## src/rtl/mem_port_arbiter.sv

```systemverilog
// Shares the single processor-to-memory port between the I-cache fetch side
// and the D-cache load/store side. It locks the grant across rejections,
// tracks owners of accepted load tags and steers returning data to the owner.
module mem_port_arbiter #(
    parameter int unsigned XLEN       = 32,
    parameter int unsigned TAG_W      = 4,
    parameter int unsigned STARVE_MAX = 4
) (
    input  logic             clock,
    input  logic             reset,
    input  logic [1:0]       ic_cmd,
    input  logic [XLEN-1:0]  ic_addr,
    output logic             ic_gnt,
    output logic [TAG_W-1:0] ic_acc_tag,
    output logic             ic_rsp_valid,
    input  logic [1:0]       dc_cmd,
    input  logic [XLEN-1:0]  dc_addr,
    input  logic [63:0]      dc_wdata,
    output logic             dc_gnt,
    output logic [TAG_W-1:0] dc_acc_tag,
    output logic             dc_rsp_valid,
    output logic [63:0]      rsp_data,
    output logic [TAG_W-1:0] rsp_tag,
    output logic [1:0]       proc2mem_command,
    output logic [XLEN-1:0]  proc2mem_addr,
    output logic [63:0]      proc2mem_data,
    input  logic [TAG_W-1:0] mem2proc_response,
    input  logic [63:0]      mem2proc_data,
    input  logic [TAG_W-1:0] mem2proc_tag,
    output logic             spurious_tag
);

    localparam int unsigned NTAGS = 1 << TAG_W;
    localparam int unsigned CNT_W = $clog2(STARVE_MAX + 1);

    localparam logic [1:0] CMD_NONE  = 2'd0;
    localparam logic [1:0] CMD_LOAD  = 2'd1;
    localparam logic [1:0] CMD_STORE = 2'd2;

    localparam logic OWN_I = 1'b0;
    localparam logic OWN_D = 1'b1;

    logic             r_lock;
    logic             r_lock_owner;
    logic [CNT_W-1:0] r_starve;
    logic [NTAGS-1:0] r_tbl_vld;
    logic [NTAGS-1:0] r_tbl_own;
    logic             r_spurious;

    logic w_ic_req;
    logic w_dc_req;
    logic w_starved;
    logic w_gnt_i;
    logic w_gnt_d;
    logic w_accept;
    logic w_ret_hit;

    // An I-side STORE is illegal and counts as no request
    assign w_ic_req  = (ic_cmd == CMD_LOAD);
    assign w_dc_req  = (dc_cmd == CMD_LOAD) || (dc_cmd == CMD_STORE);
    assign w_starved = (r_starve == CNT_W'(STARVE_MAX));

    // Grant selection: live lock first, then starvation override, then D over I
    always_comb begin
        w_gnt_i = 1'b0;
        w_gnt_d = 1'b0;
        if (reset) begin
            if (r_lock && (r_lock_owner == OWN_I) && w_ic_req) begin
                w_gnt_i = 1'b1;
            end else if (r_lock && (r_lock_owner == OWN_D) && w_dc_req) begin
                w_gnt_d = 1'b1;
            end else if (w_starved && w_ic_req) begin
                w_gnt_i = 1'b1;
            end else if (w_dc_req) begin
                w_gnt_d = 1'b1;
            end else if (w_ic_req) begin
                w_gnt_i = 1'b1;
            end
        end
    end

    // Zero-latency mux of the granted side onto the memory port
    always_comb begin
        proc2mem_command = CMD_NONE;
        proc2mem_addr    = '0;
        proc2mem_data    = '0;
        if (w_gnt_d) begin
            proc2mem_command = dc_cmd;
            proc2mem_addr    = dc_addr;
            proc2mem_data    = dc_wdata;
        end else if (w_gnt_i) begin
            proc2mem_command = CMD_LOAD;
            proc2mem_addr    = ic_addr;
        end
    end

    assign w_accept   = (w_gnt_i || w_gnt_d) && (mem2proc_response != '0);
    assign ic_gnt     = w_gnt_i;
    assign dc_gnt     = w_gnt_d;
    assign ic_acc_tag = (w_gnt_i && w_accept) ? mem2proc_response : '0;
    assign dc_acc_tag = (w_gnt_d && w_accept) ? mem2proc_response : '0;

    // Return steering from the owner table
    assign w_ret_hit    = reset && (mem2proc_tag != '0) && r_tbl_vld[mem2proc_tag];
    assign ic_rsp_valid = w_ret_hit && (r_tbl_own[mem2proc_tag] == OWN_I);
    assign dc_rsp_valid = w_ret_hit && (r_tbl_own[mem2proc_tag] == OWN_D);
    assign rsp_data     = mem2proc_data;
    assign rsp_tag      = mem2proc_tag;
    assign spurious_tag = r_spurious && reset;

    // Lock, starvation counter, owner table and sticky spurious flag
    always_ff @(posedge clock) begin
        if (!reset) begin
            r_lock       <= 1'b0;
            r_lock_owner <= OWN_I;
            r_starve     <= '0;
            r_tbl_vld    <= '0;
            r_tbl_own    <= '0;
            r_spurious   <= 1'b0;
        end else begin
            r_lock <= (w_gnt_i || w_gnt_d) && (mem2proc_response == '0);
            if (w_gnt_d) begin
                r_lock_owner <= OWN_D;
            end else if (w_gnt_i) begin
                r_lock_owner <= OWN_I;
            end

            if (w_gnt_i && w_accept) begin
                r_starve <= '0;
            end else if (w_ic_req && !w_gnt_i && !w_starved) begin
                r_starve <= r_starve + CNT_W'(1);
            end

            // Return clears first so a same-tag acceptance below overrides it
            if (mem2proc_tag != '0) begin
                if (r_tbl_vld[mem2proc_tag]) begin
                    r_tbl_vld[mem2proc_tag] <= 1'b0;
                end else begin
                    r_spurious <= 1'b1;
                end
            end
            if (w_accept && (proc2mem_command == CMD_LOAD)) begin
                r_tbl_vld[mem2proc_response] <= 1'b1;
                r_tbl_own[mem2proc_response] <= w_gnt_d;
            end
        end
    end

endmodule

```

## config.mk

```make
export PLATFORM = sky130hd
export DESIGN_NAME = mem_port_arbiter
export DESIGN_NICKNAME = d
export VERILOG_FILES = /design/src/rtl/mem_port_arbiter.sv
export SDC_FILE = /design/constraint.sdc
export NUM_CORES = 1
export LEC_CHECK = 0
export ABC_AREA = 1
export CORE_AREA = 2 2 150 152
export DETAILED_ROUTE_END_ITERATION = 8
export DIE_AREA = 0 0 152 154
export PLACE_DENSITY = 0.54
export SYNTH_ARGS = -nofsm -noshare
export SYNTH_HDL_FRONTEND = slang
export SYNTH_SLANG_ARGS = --single-unit
```

## constraint.sdc

```tcl
create_clock -name clock -period 2.5 [get_ports clock]
set_input_delay 0.625 -clock clock [delete_from_list [all_inputs] [get_ports clock]]
set_output_delay 0.625 -clock clock [all_outputs]
set_load 0.01 [all_outputs]
```

After elaboration in Yosys (flattened, before gate mapping)
Index checks and enable logic that the tools add are counted.
{ "op_classes": {"n_addsub": 1, "magnitude_cmp": 4, "n_eq_ne": 5, "muxes": 33, "bitwise_logic": 7, "n_reduce_logical": 29} }
{ "ops": {"columns": ["op", "n"], "rows": [
  ["$mux 16", 4],
  ["$mux 32", 2],
  ["$mux 64", 1],
  ["$logic_and 1x1->1", 19],
  ["$mux 1", 18],
  ["$and 16x16->16", 1],
  ["$bwmux 16", 1],
  ["$not 16->16", 1],
  ["$or 16x16->16", 1],
  ["$lt 4x5->1 const B", 2],
  ["$bmux 1 s4", 2],
  ["$demux 1 s4", 2],
  ["$ge 4x1->1 const B", 2],
  ["$mux 4", 2],
  ["$reduce_bool 4->1", 2],
  ["$eq 2x1->1 const B", 3],
  ["$logic_not 4->1", 1],
  ["$not 1->1", 4],
  ["$add 3x1->3 const B", 1],
  ["$eq 3x3->1 const B", 1],
  ["$eq 2x2->1 const B", 1],
  ["$logic_not 1->1", 2],
  ["$logic_or 1x1->1", 2],
  ["$mux 2", 1],
  ["3 further kinds", 3]
]} }
{ "word_totals": {"ff_bits": 38, "input_bits": 206, "output_inout_bits": 179, "elab_cells": 85} }

Logic depth before layout (Yosys ltp)
Gate-level depths: netlist (run 1).
{ "logic_depth": {"ltp_word": 12, "mapped_depth": 13, "ltp_nobuf": 12} }

Worst setup path after synthesis (run 1)
OpenSTA, ideal clock, no wires.
{ "synth_path": {"path_type": "input -> output", "start": "in ic_cmd[0]", "end": "out proc2mem_addr[20]", "t_arrival_ps": 1604, "required_time_ps": 1875, "slack_ps": 271, "path_stages": 8, "path_cell_list": "inv_2 -> nor2_4 -> nand3_2 -> nand3_1 -> nand2_2 -> inv_2 -> buf_2 -> a22o_1"} }
{ "synth_via": {"elab_chain_cells": 9, "elab_cells_between_ends": 15, "classes_between": "1 x eq/ne; 12 x mux; 2 x reduce/logical"} }
{ "synth_rtl": {"columns": ["item", "line", "text"], "rows": [
  ["start: declaration", "11", "input logic [1:0] ic_cmd,"],
  ["$eq 2x1->1 (*)", "59", "assign w_ic_req = (ic_cmd == CMD_LOAD);"],
  ["$mux 1", "76", "end else if (w_ic_req) begin"],
  ["$mux 1", "74", "end else if (w_dc_req) begin"],
  ["$mux 1", "72", "end else if (w_starved && w_ic_req) begin"],
  ["$mux 1", "70", "end else if (r_lock && (r_lock_owner == OWN_D) && w_dc_req) begin"],
  ["$mux 1 (*)", "68", "if (r_lock && (r_lock_owner == OWN_I) && w_ic_req) begin"],
  ["$mux 1 (*)", "67", "if (reset) begin"],
  ["via ic_gnt", "13", "output logic ic_gnt,"],
  ["$mux 32 (*)", "91", "end else if (w_gnt_i) begin"],
  ["$mux 32 (*)", "87", "if (w_gnt_d) begin"],
  ["end: declaration", "25", "output logic [XLEN-1:0] proc2mem_addr,"]
]} }
The timed path passes the listed nets; every way through them passes the cells marked *.

Final worst setup path (run 1)
{ "layout_path": {"start": "in ic_cmd[1]", "end": "out proc2mem_addr[23]"} }
{ "layout_via": {"elab_chain_cells": 9, "elab_cells_between_ends": 15, "classes_between": "1 x eq/ne; 12 x mux; 2 x reduce/logical"} }
{ "layout_rtl": {"columns": ["item", "line"], "rows": [
  ["$eq 2x1->1 (*)", "59"],
  ["$mux 1", "76"],
  ["$mux 1", "74"],
  ["$mux 1", "72"],
  ["$mux 1", "70"],
  ["$mux 1", "68"],
  ["$mux 1", "67"],
  ["$mux 32", "91"],
  ["$mux 32 (*)", "87"]
]} }
Mark *: on every way between the ends. The rest lies on a longest branch, timed or not.

==> results.md, run 1 <==
* Reg clk slew, reported paths at 0.05 ns
* Filler instances at 2383
* Fin Setup TNS at -0.780 ns
* Antenna violations before repair at 2
* Largest net degree at the start of global routing at 22
* Post-layout minimum cycle time at about 2.6 ns
* Distinct cells, synth at 31
* CP Max Fanout at 8
* CTS Hold Bufs at 0
* Clock tree buffer depth at 2
* Net Sw Power at 0.678 mW
* Drt via density at about 4.0
* Type of origin of the critical path: input pin
* Worst-Margin Slew at roughly 0.25 ns
* Ports at slightly below 400
* Effective utilization at floorplan at 16.8%
* LEAKAGE at 3.40 nW
* Sequential fraction of the synthesis area at 20.9%
* Crit. Startpoint: ic_cmd[1]
* Register Area at 763 µm²
* Setup WS pre-CTS at -0.838 ns
* Die width at ~150 µm
* Int Power at 1.50 mW
* CP endpoint kind: output port
* Gr usage total at between 10% and 20%
* Area of the core at 0.0217 mm²
* Fin. Hold Viols at 0
* Worst skew pair latency at 0.28 ns
* Mean Syn Cell Area at 6.10 µm²
* WL final at roughly 23000 µm
* Setup Skew at roughly 0.0035 ns
* Row Count at 54
* Worst r2r src: r_starve[0]
* DR vias at 4581
* Root Buffer: clkbuf_16
* Max-cap viol count at 0
* Height of the die at 154 µm
* DRC at 0
* Sw Ratio at 31.2%
* Post-route ant nets at 0
* Nets at 1065
* Critical-path cell list: buf_4, nor2_4, nand3_4, buf_6, nand2_4, nor2_8, buf_12, clkbuf_16, a22o_1, buf_2
* Final worst-path cycle share at 102%
* Clk sinks at 38
* Slew margin rel. at 83.4%
* Status: complete, but fails checks
* Sequential Power Share at 28.7%
* Post-Syn Nets at 806
* Buffers on Ports at 256
* Die Footprint at 0.0234 mm²
* Worst hold start: r_tbl_own[0]
* H-tree levels at 2
* Routed wire per std cell at 20.0 µm
* Yosys warns at 0
* Total power per unit cell area at 320 mW/mm²
* First-pass GRT wire length at 31700 µm
* Share of cells above drive strength 1 at around a third
* Clock share of power at 29.6%
* Area of the multi-input gates at 0.00207 mm²
* Final Max Slew Viols at 0
* CP peak stage delay at 0.23 ns
* RSZ-0062 raised after global routing: yes
* TritonCTS Buffers at 5
* GPL Wtd Cong at ~0.96
* Cell Area, Synth at 0.00365 mm²
* Vias in the first global route at 4470
* Hold/Removal Path Class: register to register
* CTS tree: built
* 1st-pass router iterations at 4
* Worst setup margin at -0.0621 ns
* Slowest cell on crit path: a22o_1
* Comb pwr share at between 40% and 50%
* Failing checks: negative setup slack
* Layout area overhead at 86.4%
* GRT Residual Overflow at 0
* Yosys reg bits at 38
* Max IR drop VDD at 0.000211 V
* Required time worst endpoint at between 1.5 and 2 ns
* Syn Inst Count at between 500 and 600
* Worst EP arrival at 1.94 ns
* DRT iter0 DRCs at 198
* CP Class: input pin to output port
* Max Clock Freq at 0.390 GHz
* Post-DP HPWL at approximately 19000 µm
* Final setup viols at 28
==> logic make-up after synthesis <==
logic type	count (synthesis)	synth area share, %
flip-flops	38	20.9
AND/OR/NAND/NOR	259	32.6
buffers and inverters	218	30.3
adder cells (fa/ha/maj)	2	0.686
AO/OA/AOI/OAI	80	15.4
XOR/XNOR	1	0.240
==> power groups by stage <==
stage / clock network [mW] / logic [mW] / registers [mW]
6_report: 0.642 / 0.907 / 0.624
5_1_grt: 0.679 / 0.976 / 0.625
4_1_cts: 0.653 / 0.877 / 0.624
3_5_place_dp: 0 / 0.855 / 0.636
3_3_place_gp: 0 / 0.861 / 0.636
2_1_floorplan: 0 / 0.400 / 0.635
==> placed cells by master, fill, tap and decap left out, types with 5 or more instances in the layout <==
cell	count
clkdlybuf4s50_1	135
inv_1	113
nand2_1	91
nor2_1	78
buf_2	74
buf_4	58
dfxtp_1	36
a22o_1	31
buf_6	31
clkbuf_2	23
nor2_2	21
nand4_1	21
a21oi_1	21
nor2_4	19
inv_2	12
nand4_2	10
clkbuf_16	8
nand2_4	7
o22ai_1	7
buf_12	7
nand2_2	6
o21ai_1	5
a22oi_1	5
==> what timing repair did <==
action / 4_1_cts / 5_1_grt
gates resized for setup: 465 / 114
cloned: 5 / 4
endpoints found under the setup margin: 111 / 101
setup buffers: 15 / 5
pin swaps: 24 / 15
==> metal layers <==
metal / up-vias / global-route usage (%) / wire length [µm]
li1: 2301 / - / -
met1: 2049 / 20.0 / 8540
met2: 205 / 27.8 / 9680
met3: 22 / 15.4 / 4230
met4: 4 / 3.20 / 257
met5: - / 3.31 / 126
==> through the flow <==
step | instances | hold WS (ns) | cell area, µm² | utilization, % | total power, mW
CTS | 1132 | 0.442 | 6680 | 30.8 | 2.15
floorplan | 598 | 0.407 | 3650 | - | 1.04
finish | 1140 | 0.442 | 6800 | 31.3 | 2.17
global route | 1138 | 0.474 | 6790 | 31.3 | 2.28
global placement | 1104 | 0.432 | 6420 | 29.6 | 1.50
detailed placement | 1104 | 0.433 | 6420 | 29.6 | 1.49
==> area by class of cell <==
type / count / share of cell area [%]
well taps: 280 / 5.15
multi-input cells: 342 / 30.5
clock inverters: 1 / 0.0736
repair buffers: 342 / 43.7
inverters: 128 / 7.18
diodes: 2 / 0.0736
clock buffers: 7 / 2.10
flip-flops and latches: 38 / 11.2
==> synth_stat cells <==
cell | number | area share (%)
a21oi_1 | 22 | 3.0
a21oi_4 | 1 | 0.45
a22o_1 | 32 | 7.7
a22oi_1 | 8 | 1.6
buf_1 | 7 | 0.72
buf_2 | 7 | 0.96
buf_4 | 69 | 14
buf_6 | 1 | 0.31
buf_8 | 1 | 0.41
clkbuf_1 | 5 | 0.51
clkinv_1 | 1 | 0.10
dfxtp_1 | 38 | 21
ha_1 | 2 | 0.69
inv_1 | 120 | 12
inv_2 | 7 | 0.72
nand2_1 | 98 | 10
nand2_2 | 5 | 0.86
nand2_4 | 1 | 0.31
nand3_1 | 3 | 0.41
nand3_2 | 1 | 0.27
nand3_4 | 1 | 0.48
nand4_1 | 21 | 3.6
nand4_2 | 10 | 3.4
nor2_1 | 114 | 12
nor2_2 | 3 | 0.51
nor2_4 | 1 | 0.31
nor2_8 | 1 | 0.55
o21ai_0 | 9 | 1.2
o21ai_1 | 1 | 0.14
o22ai_1 | 7 | 1.2
xor2_1 | 1 | 0.24
==> worst max-delay path, delay by kind of cell <==
kind                   cells  cell delay, ns
buffers and inverters      5            0.69
AND/OR/NAND/NOR            4            0.38
AO/OA/AOI/OAI              1            0.23
==> state kept, by name, indices dropped and copies added, names as in the netlist <==
signal,flops
r_starve,3
r_spurious,1
r_tbl_vld,16
r_lock,1
r_tbl_own,16
r_lock_owner,1
==> final timing paths <==
check,to,slack (ns),cells past startpoint
worst min register to register,r_tbl_own[0],0.44,2
worst min-delay path,r_tbl_own[0],0.44,2
worst max register to register,r_tbl_own[4],0.32,15
worst max-delay path,proc2mem_addr[23],-0.06,10
Power figures use the tool's default switching activity.
==> run 2, diff against run 1 <==
ABC_CLOCK_PERIOD_IN_PS = 2500   (was unset)
CTS_CLUSTER_DIAMETER = 150   (was unset)
==> results of run 2 <==
No change in the layout: final DEF, timing and power equal those of run 1.
